<file path="src/rtl/riscv_trace_pkg.sv">
// riscv_trace_pkg: shared types and constants for the retirement-trace logger.
//   REC_BYTES  bytes per serialised record (8, or 12 with TRACE_TIMESTAMP_EN)
//   REC_W      record width in bits
//   trace_state_t  serialiser states
//   FAIL_INSTR_DEFAULT  instruction word marking a failed self-test step
// Config macro: TRACE_TIMESTAMP_EN appends a 32-bit cycle timestamp to each record.
package riscv_trace_pkg;

`ifdef TRACE_TIMESTAMP_EN
  localparam int unsigned REC_BYTES = 12;
`else
  localparam int unsigned REC_BYTES = 8;
`endif
  localparam int unsigned REC_W = 8 * REC_BYTES;

  localparam logic [31:0] FAIL_INSTR_DEFAULT = 32'h001e6e13;

  typedef enum logic [1:0] {
    IDLE,
    LOAD,
    SEND
  } trace_state_t;

endpackage

</file>
<file path="src/rtl/riscv_trace_logger_if.sv">
// riscv_trace_logger_if: byte-stream handshake from the trace logger to its consumer.
//   byte_o        serialised record byte
//   byte_valid_o  byte_o valid
//   byte_ready_i  consumer accepts byte_o this cycle
// master = trace logger (producer), slave = consumer (e.g. UART TX).
interface riscv_trace_logger_if;
  logic [7:0] byte_o;
  logic       byte_valid_o;
  logic       byte_ready_i;

  modport master (output byte_o, output byte_valid_o, input byte_ready_i);
  modport slave  (input byte_o, input byte_valid_o, output byte_ready_i);
endinterface

</file>
<file path="src/rtl/riscv_trace_fifo.sv">
// riscv_trace_fifo: synchronous FIFO, WIDTH x DEPTH (DEPTH power of two, >= 2).
//   clk, rst_n  clock, asynchronous active-low reset
//   push/wdata  write request / data (ignored while full unless popping the same cycle)
//   pop/rdata   read request / head entry (rdata shows the head combinationally)
//   full/empty  registered status flags
module riscv_trace_fifo #(
  parameter int unsigned WIDTH = 64,
  parameter int unsigned DEPTH = 16
) (
  input  logic             clk,
  input  logic             rst_n,
  input  logic             push,
  input  logic [WIDTH-1:0] wdata,
  input  logic             pop,
  output logic [WIDTH-1:0] rdata,
  output logic             full,
  output logic             empty
);
  localparam int unsigned AW = $clog2(DEPTH);
  localparam int unsigned PW = AW + 1;

  logic [WIDTH-1:0] mem [DEPTH];
  logic [PW-1:0]    wr_ptr, rd_ptr, wr_nxt, rd_nxt;
  logic             do_push, do_pop;

  assign do_pop  = pop && !empty;
  assign do_push = push && (!full || do_pop);
  assign wr_nxt  = wr_ptr + PW'(do_push);
  assign rd_nxt  = rd_ptr + PW'(do_pop);

  // Flags are computed from the next pointers so they are registered yet
  // agree with the occupancy in the same cycle.
  always_ff @(posedge clk or negedge rst_n) begin
    if (!rst_n) begin
      wr_ptr <= '0;
      rd_ptr <= '0;
      full   <= 1'b0;
      empty  <= 1'b1;
    end else begin
      wr_ptr <= wr_nxt;
      rd_ptr <= rd_nxt;
      empty  <= (wr_nxt == rd_nxt);
      full   <= (wr_nxt[AW] != rd_nxt[AW]) && (wr_nxt[AW-1:0] == rd_nxt[AW-1:0]);
    end
  end

  always_ff @(posedge clk) begin
    if (do_push) mem[wr_ptr[AW-1:0]] <= wdata;
  end

  assign rdata = mem[rd_ptr[AW-1:0]];

endmodule

</file>
<file path="src/rtl/riscv_trace_logger.sv">
// riscv_trace_logger: retirement-trace stage. Queues each retired {instruction, result}
// pair, flags the fail-marker instruction and serialises records MSB-first as bytes.
//   CLK, RST         clock, asynchronous active-low reset
//   instr_valid_i    strobe: instruction_i/result_i hold a retired pair
//   instruction_i    retired instruction word
//   result_i         retired result value
//   bus (master)     byte_o / byte_valid_o / byte_ready_i stream
//   fifo_full_o      FIFO holds DEPTH records
//   fifo_empty_o     FIFO holds no records
//   overflow_o       sticky: a record was dropped
//   fail_o           sticky: FAIL_INSTR retired
//   fail_count_o     FAIL_INSTR occurrences, saturating
//   record_count_o   records accepted into the FIFO, wrapping
// Config macro: TRACE_TIMESTAMP_EN stores a 32-bit cycle stamp per record (12-byte records).
module riscv_trace_logger
  import riscv_trace_pkg::*;
#(
  parameter int unsigned DEPTH      = 16,
  parameter logic [31:0] FAIL_INSTR = FAIL_INSTR_DEFAULT
) (
  input  logic                 CLK,
  input  logic                 RST,
  input  logic                 instr_valid_i,
  input  logic [31:0]          instruction_i,
  input  logic [31:0]          result_i,
  riscv_trace_logger_if.master bus,
  output logic                 fifo_full_o,
  output logic                 fifo_empty_o,
  output logic                 overflow_o,
  output logic                 fail_o,
  output logic [15:0]          fail_count_o,
  output logic [31:0]          record_count_o
);
  localparam int unsigned      IDX_W    = $clog2(REC_BYTES);
  localparam logic [IDX_W-1:0] LAST_IDX = IDX_W'(REC_BYTES - 1);

  trace_state_t     state;
  logic [REC_W-1:0] shreg, head, rec_in;
  logic [IDX_W-1:0] byte_idx;
  logic             beat, last_beat, pop, push;

  assign beat      = bus.byte_valid_o && bus.byte_ready_i;
  assign last_beat = beat && (byte_idx == LAST_IDX);
  assign pop       = (state == LOAD) || (last_beat && !fifo_empty_o);
  assign push      = instr_valid_i && (!fifo_full_o || pop);

`ifdef TRACE_TIMESTAMP_EN
  logic [31:0] cycle_cnt;

  always_ff @(posedge CLK or negedge RST) begin
    if (!RST) cycle_cnt <= '0;
    else      cycle_cnt <= cycle_cnt + 32'd1;
  end

  assign rec_in = {instruction_i, result_i, cycle_cnt};
`else
  assign rec_in = {instruction_i, result_i};
`endif

  riscv_trace_fifo #(
    .WIDTH (REC_W),
    .DEPTH (DEPTH)
  ) u_fifo (
    .clk   (CLK),
    .rst_n (RST),
    .push  (push),
    .wdata (rec_in),
    .pop   (pop),
    .rdata (head),
    .full  (fifo_full_o),
    .empty (fifo_empty_o)
  );

  // Serialiser. The reload for a following record is folded into the final
  // SEND beat so back-to-back records stream without a bubble.
  always_ff @(posedge CLK or negedge RST) begin
    if (!RST) begin
      state            <= IDLE;
      shreg            <= '0;
      byte_idx         <= '0;
      bus.byte_valid_o <= 1'b0;
    end else begin
      unique case (state)
        IDLE: if (!fifo_empty_o) state <= LOAD;
        LOAD: begin
          shreg            <= head;
          byte_idx         <= '0;
          bus.byte_valid_o <= 1'b1;
          state            <= SEND;
        end
        SEND: if (beat) begin
          if (byte_idx == LAST_IDX) begin
            if (!fifo_empty_o) begin
              shreg    <= head;
              byte_idx <= '0;
            end else begin
              bus.byte_valid_o <= 1'b0;
              state            <= IDLE;
            end
          end else begin
            shreg    <= shreg << 8;
            byte_idx <= byte_idx + IDX_W'(1);
          end
        end
        default: state <= IDLE;
      endcase
    end
  end

  assign bus.byte_o = shreg[REC_W-1 -: 8];

  // Fail detection looks at every strobe, including ones dropped on overflow.
  always_ff @(posedge CLK or negedge RST) begin
    if (!RST) begin
      overflow_o     <= 1'b0;
      fail_o         <= 1'b0;
      fail_count_o   <= '0;
      record_count_o <= '0;
    end else begin
      if (push) record_count_o <= record_count_o + 32'd1;
      if (instr_valid_i && !push) overflow_o <= 1'b1;
      if (instr_valid_i && (instruction_i == FAIL_INSTR)) begin
        fail_o <= 1'b1;
        if (fail_count_o != '1) fail_count_o <= fail_count_o + 16'd1;
      end
    end
  end

endmodule
</file>
<file path="src/flat_wrapper.sv">
// flat-port wrapper written by rule: the top's interface ports become plain ports
module riscv_trace_logger_flat import riscv_trace_pkg::*;
#(
  parameter int unsigned DEPTH      = 16,
  parameter logic [31:0] FAIL_INSTR = FAIL_INSTR_DEFAULT
)
  (CLK, RST, instr_valid_i, instruction_i, result_i, fifo_full_o, fifo_empty_o, overflow_o, fail_o, fail_count_o, record_count_o, bus_byte_o, bus_byte_valid_o, bus_byte_ready_i);
  riscv_trace_logger_if bus_i ();
  input  logic CLK;
  input  logic RST;
  input  logic instr_valid_i;
  input  logic [31:0] instruction_i;
  input  logic [31:0] result_i;
  output logic fifo_full_o;
  output logic fifo_empty_o;
  output logic overflow_o;
  output logic fail_o;
  output logic [15:0] fail_count_o;
  output logic [31:0] record_count_o;
  output wire logic [$bits(bus_i.byte_o)-1:0] bus_byte_o;
  output wire logic [$bits(bus_i.byte_valid_o)-1:0] bus_byte_valid_o;
  input wire logic [$bits(bus_i.byte_ready_i)-1:0] bus_byte_ready_i;
  assign bus_byte_o = bus_i.byte_o;
  assign bus_byte_valid_o = bus_i.byte_valid_o;
  assign bus_i.byte_ready_i = bus_byte_ready_i;
  riscv_trace_logger #(.DEPTH(DEPTH), .FAIL_INSTR(FAIL_INSTR)) u_core (.CLK(CLK), .RST(RST), .instr_valid_i(instr_valid_i), .instruction_i(instruction_i), .result_i(result_i), .bus(bus_i), .fifo_full_o(fifo_full_o), .fifo_empty_o(fifo_empty_o), .overflow_o(overflow_o), .fail_o(fail_o), .fail_count_o(fail_count_o), .record_count_o(record_count_o));
endmodule
</file>
<file path="config.mk">
export PLATFORM = sky130hd
export DESIGN_NAME = riscv_trace_logger_flat
export DESIGN_NICKNAME = d
export VERILOG_FILES = /design/src/rtl/riscv_trace_pkg.sv /design/src/rtl/riscv_trace_logger_if.sv /design/src/rtl/riscv_trace_fifo.sv /design/src/rtl/riscv_trace_logger.sv /design/src/flat_wrapper.sv
export SDC_FILE = /design/constraint.sdc
export NUM_CORES = 1
export LEC_CHECK = 0
export BUFFER_PORTS_ARGS = -buffer_cell sky130_fd_sc_hd__clkbuf_2
export CORE_AREA = 2 2 443 445
export CTS_BUF_LIST = sky130_fd_sc_hd__clkbuf_8 sky130_fd_sc_hd__clkbuf_16
export DETAILED_ROUTE_END_ITERATION = 16
export DIE_AREA = 0 0 445 447
export HOLD_SLACK_MARGIN = 0.05
export SLEW_MARGIN = 20
export SYNTH_ARGS = -nofsm -noshare
export SYNTH_HDL_FRONTEND = slang
export SYNTH_SLANG_ARGS = --single-unit
</file>
<file path="constraint.sdc">
create_clock -name CLK -period 7.5 [get_ports CLK]
set_input_delay 1.125 -clock CLK [delete_from_list [all_inputs] [get_ports CLK]]
set_output_delay 1.125 -clock CLK [all_outputs]
set_load 0.005 [all_outputs]
</file>
==> impl_metrics.csv <==
group,metric,value,unit
routing,ant_nets,0,
pwr,p_sw,3.322,mW
cts,clock_sinks,1156,
cts,postCtsHoldBufs,0,
synthesis,ys_types,52,
sta,tightest_slew,1119,ps
layout,drive_gt1_share,29.04,%
layout,final_cell_mix,"edfxtp_1 (1,024), mux4_2 (256), dfrtp_1 (128)",
synthesis,yosys_warnings,0,
pwr,peakVddDrop,0.2181,mV
sta,holdWs,420.7,ps
critical_path,worstPathMaxFanout,36,
global_route,grtUsageTotal,10.47,%
layout,final_cells,4977,
sta,fin_tns_setup,0,ps
global_route,grt_pass1_wl,154700,um
layout,final_common_cell,"edfxtp_1",
cts,cts_resized,0,
critical_path,r2r-start,"u_core.byte_idx[0]$_DFFE_PN0P_",
placement,placed_area,0.04819,mm^2
critical_path,arrival,4320,ps
synthesis,async_flop_share,11.42,%
routing,drc_errors,0,
floorplan,initial_utilization,22.87,%
floorplan,ios,129,
placement,dp_hpwl,61130,um
synthesis,syn_area,0.04441,mm^2
cts,cts_tree,"done",
sta,fin_crit_sh,53.21,%
sta,min_period,3991,ps
pwr,power_density,280.8,mW/mm^2
floorplan,dieHeight,447,um
cts,clockBufferDepth,3,
pwr,pwr-share-clk,40.5,%
synthesis,synth_cells,2161,
routing,first_pass_iters,5,
synthesis,synth-seq-cells,1156,
flow_run,drv_cap,0,
sta,finalSetupViolations,0,
hold_path,hold_class,"input pin to asynchronous set/reset pin",
routing,wire_per_inst,21.28,um
placement,place_congestion,0.7393,
global_route,grt_max_degree,85,
synthesis,synthFlopType,"edfxtp_1",
synthesis,synth_nets,2237,
synthesis,ys_seq_area_share,76.68,%
critical_path,r2r_slack,3510,ps
global_route,antenna_found_initial,18,
pwr,p_leak,16.89,nW
sta,fmax,250.6,MHz
layout,final_nets,2406,
pwr,swShare,22.66,%
pwr,combPwrFrac,6.5,%
routing,drt-vias-per-instance,4.295,
routing,drt_iter0_markers,2240,
outcome,status,"finished, final reports clean",
critical_path,r2r.worst_path.cells,8,
sta,slew_viol_final,0,
sta,grt_setup_unrepaired,"no",
synthesis,synth_edf_count,1024,
pwr,seqPwrFrac,53.0,%
floorplan,die_area,0.1989,mm^2
floorplan,row_count,162,
placement,dp.cells,4754,
pwr,p_int,11.34,mW
cts,clock_latency,730,ps
cts,cts_max_level,3,
routing,dr_total_vias,21376,
critical_path,critical_path_class,"flop to flop",
global_route,grt_pass1_vias,21958,
critical_path,timing.rr.end,"u_core.u_fifo.mem[4][52]$_DFFE_PP_",
sta,finalClockSkew,52.85,ps
floorplan,core_area,0.1942,mm^2
critical_path,worstSetupEndpointType,"flop",
placement,io_buffers,128,
synthesis,syn_area_per_cell,20.55,um^2
layout,design_area,0.05222,mm^2
sta,slew_headroom,25.42,%
critical_path,cp.required,7830,ps
cts,root_buffer,"clkbuf_16",
layout,final_util,26.89,%
cts,postCtsSetupRepairBufs,0,
routing,drt_wl_total,105900,um
sta,final-hold-violation-count,0,
layout,syn2layout_area_growth,17.58,%
global_route,grt_overflow,0,
critical_path,cp-start-kind,"flop",
floorplan,die_w,445,um
cts,numCtsBuffers,116,
cts,clk_pin_slew,60,ps
[how the worst max path moves through the flow]
stage	to	slack, ps	from
detailed placement	u_core.u_fifo.mem[8][1]$_DFFE_PP_	2980	bus_byte_ready_i
global route	u_core.u_fifo.mem[8][60]$_DFFE_PP_	3290	u_core.byte_idx[0]$_DFFE_PN0P_
floorplan	u_core.u_fifo.mem[0][0]$_DFFE_PP_	620	bus_byte_ready_i
CTS	u_core.u_fifo.mem[4][52]$_DFFE_PP_	3420	u_core.byte_idx[1]$_DFFE_PN0P_
global placement	u_core.u_fifo.mem[8][1]$_DFFE_PP_	3000	bus_byte_ready_i
finish	u_core.u_fifo.mem[4][52]$_DFFE_PP_	3510	u_core.byte_idx[0]$_DFFE_PN0P_
[power groups by stage]
stage	combinational (mW)	clock (mW)	sequential (mW)
floorplan	0.492	0	7.90
global placement	0.962	0	7.88
detailed placement	0.977	0	7.91
CTS	0.979	6.07	7.77
global route	1.03	6.32	7.81
finish	0.947	5.94	7.77
[sequential cells by signal (all words and copies together), names as in the netlist]
register                 count
u_core.record_count_o       32
u_core.state                 2
u_core.fail_count_o         16
u_core.u_fifo.full           1
u_core.u_fifo.empty          1
u_core.bus.byte_valid_o      1
u_core.overflow_o            1
u_core.u_fifo.mem         1024
u_core.shreg                64
u_core.u_fifo.rd_ptr         5
u_core.fail_o                1
u_core.u_fifo.wr_ptr         5
u_core.byte_idx              3
[critical path, stage by stage (launching register included)]
cell     delay (ps)
dfrtp_1         360
ha_1            160
ha_1            290
nand3_1         140
a21oi_1         210
o21a_1          290
or3b_1          540
nor2_4          900
buf_4           630
[metal layers]
metal	share of wire, %	GRT usage [%]
met5	0.11	0
met4	3.1	4.256
met3	6.2	2.102
met2	49	17.21
met1	42	13.50
[synthesized netlist by cell type, types with 2 or more instances]
| master | instances | area, um^2 |
|---|---|---|
| nor2b_1 | 7 | 43.79 |
| nor4_4 | 2 | 42.54 |
| o21ai_0 | 3 | 15.01 |
| nand3_1 | 24 | 120.1 |
| a21oi_1 | 61 | 305.3 |
| and4b_1 | 2 | 20.02 |
| nor4_1 | 6 | 37.54 |
| ha_1 | 8 | 100.1 |
| buf_4 | 9 | 67.56 |
| xor2_1 | 23 | 201.4 |
| nand4_1 | 14 | 87.58 |
| a22o_1 | 8 | 70.07 |
| and3_1 | 7 | 43.79 |
| nand3b_1 | 4 | 30.03 |
| mux2_2 | 59 | 664.4 |
| nor4_2 | 3 | 37.54 |
| inv_1 | 15 | 56.30 |
| nor4b_1 | 2 | 17.52 |
| buf_2 | 54 | 270.3 |
| edfxtp_1 | 1024 | 30750 |
| mux4_2 | 256 | 5766 |
| dfrtp_1 | 131 | 3278 |
| nor3_1 | 11 | 55.05 |
| buf_1 | 5 | 18.77 |
| xnor2_1 | 32 | 280.3 |
| and2_1 | 3 | 18.77 |
| clkbuf_1 | 51 | 191.4 |
| or3_1 | 2 | 12.51 |
| nand2_1 | 98 | 367.9 |
| nor2_1 | 86 | 322.8 |
| a22oi_1 | 72 | 540.5 |
| a31oi_1 | 56 | 350.3 |
| nand2b_1 | 4 | 25.02 |
[cell type report]
cell class                      count  area, um^2
Clock inverter                     94       967.2
Tap cell                         2542        3181
Clock buffer                      125        3049
Timing Repair Buffer              171       994.7
Multi-Input combinational cell    870        9893
Sequential cell                  1156       34070
Fill cell                       19119      142000
Antenna cell                        4       10.01
Inverter                           15       56.30
[per-stage QoR]
step | setup slack [ps] | total power [mW]
floorplan | 620.1 | 8.393
global placement | 2997 | 8.846
detailed placement | 2979 | 8.884
CTS | 3418 | 14.83
global route | 3290 | 15.16
finish | 3509 | 14.66
[cell families (layout without fill, tap and decap cells)]
group | Yosys count | count (layout) | synth area share (%)
flip-flops | 1156 | 1156 | 76.68
multiplexers | 315 | 315 | 14.48
AND/OR/NAND/NOR | 286 | 286 | 3.116
AO/OA/AOI/OAI | 206 | 206 | 3.029
buffers and inverters | 135 | 405 | 1.386
XOR/XNOR | 55 | 55 | 1.085
adder cells (fa/ha/maj) | 8 | 8 | 0.2254
other | 0 | 4 | 0
Power figures use the tool's default switching activity.
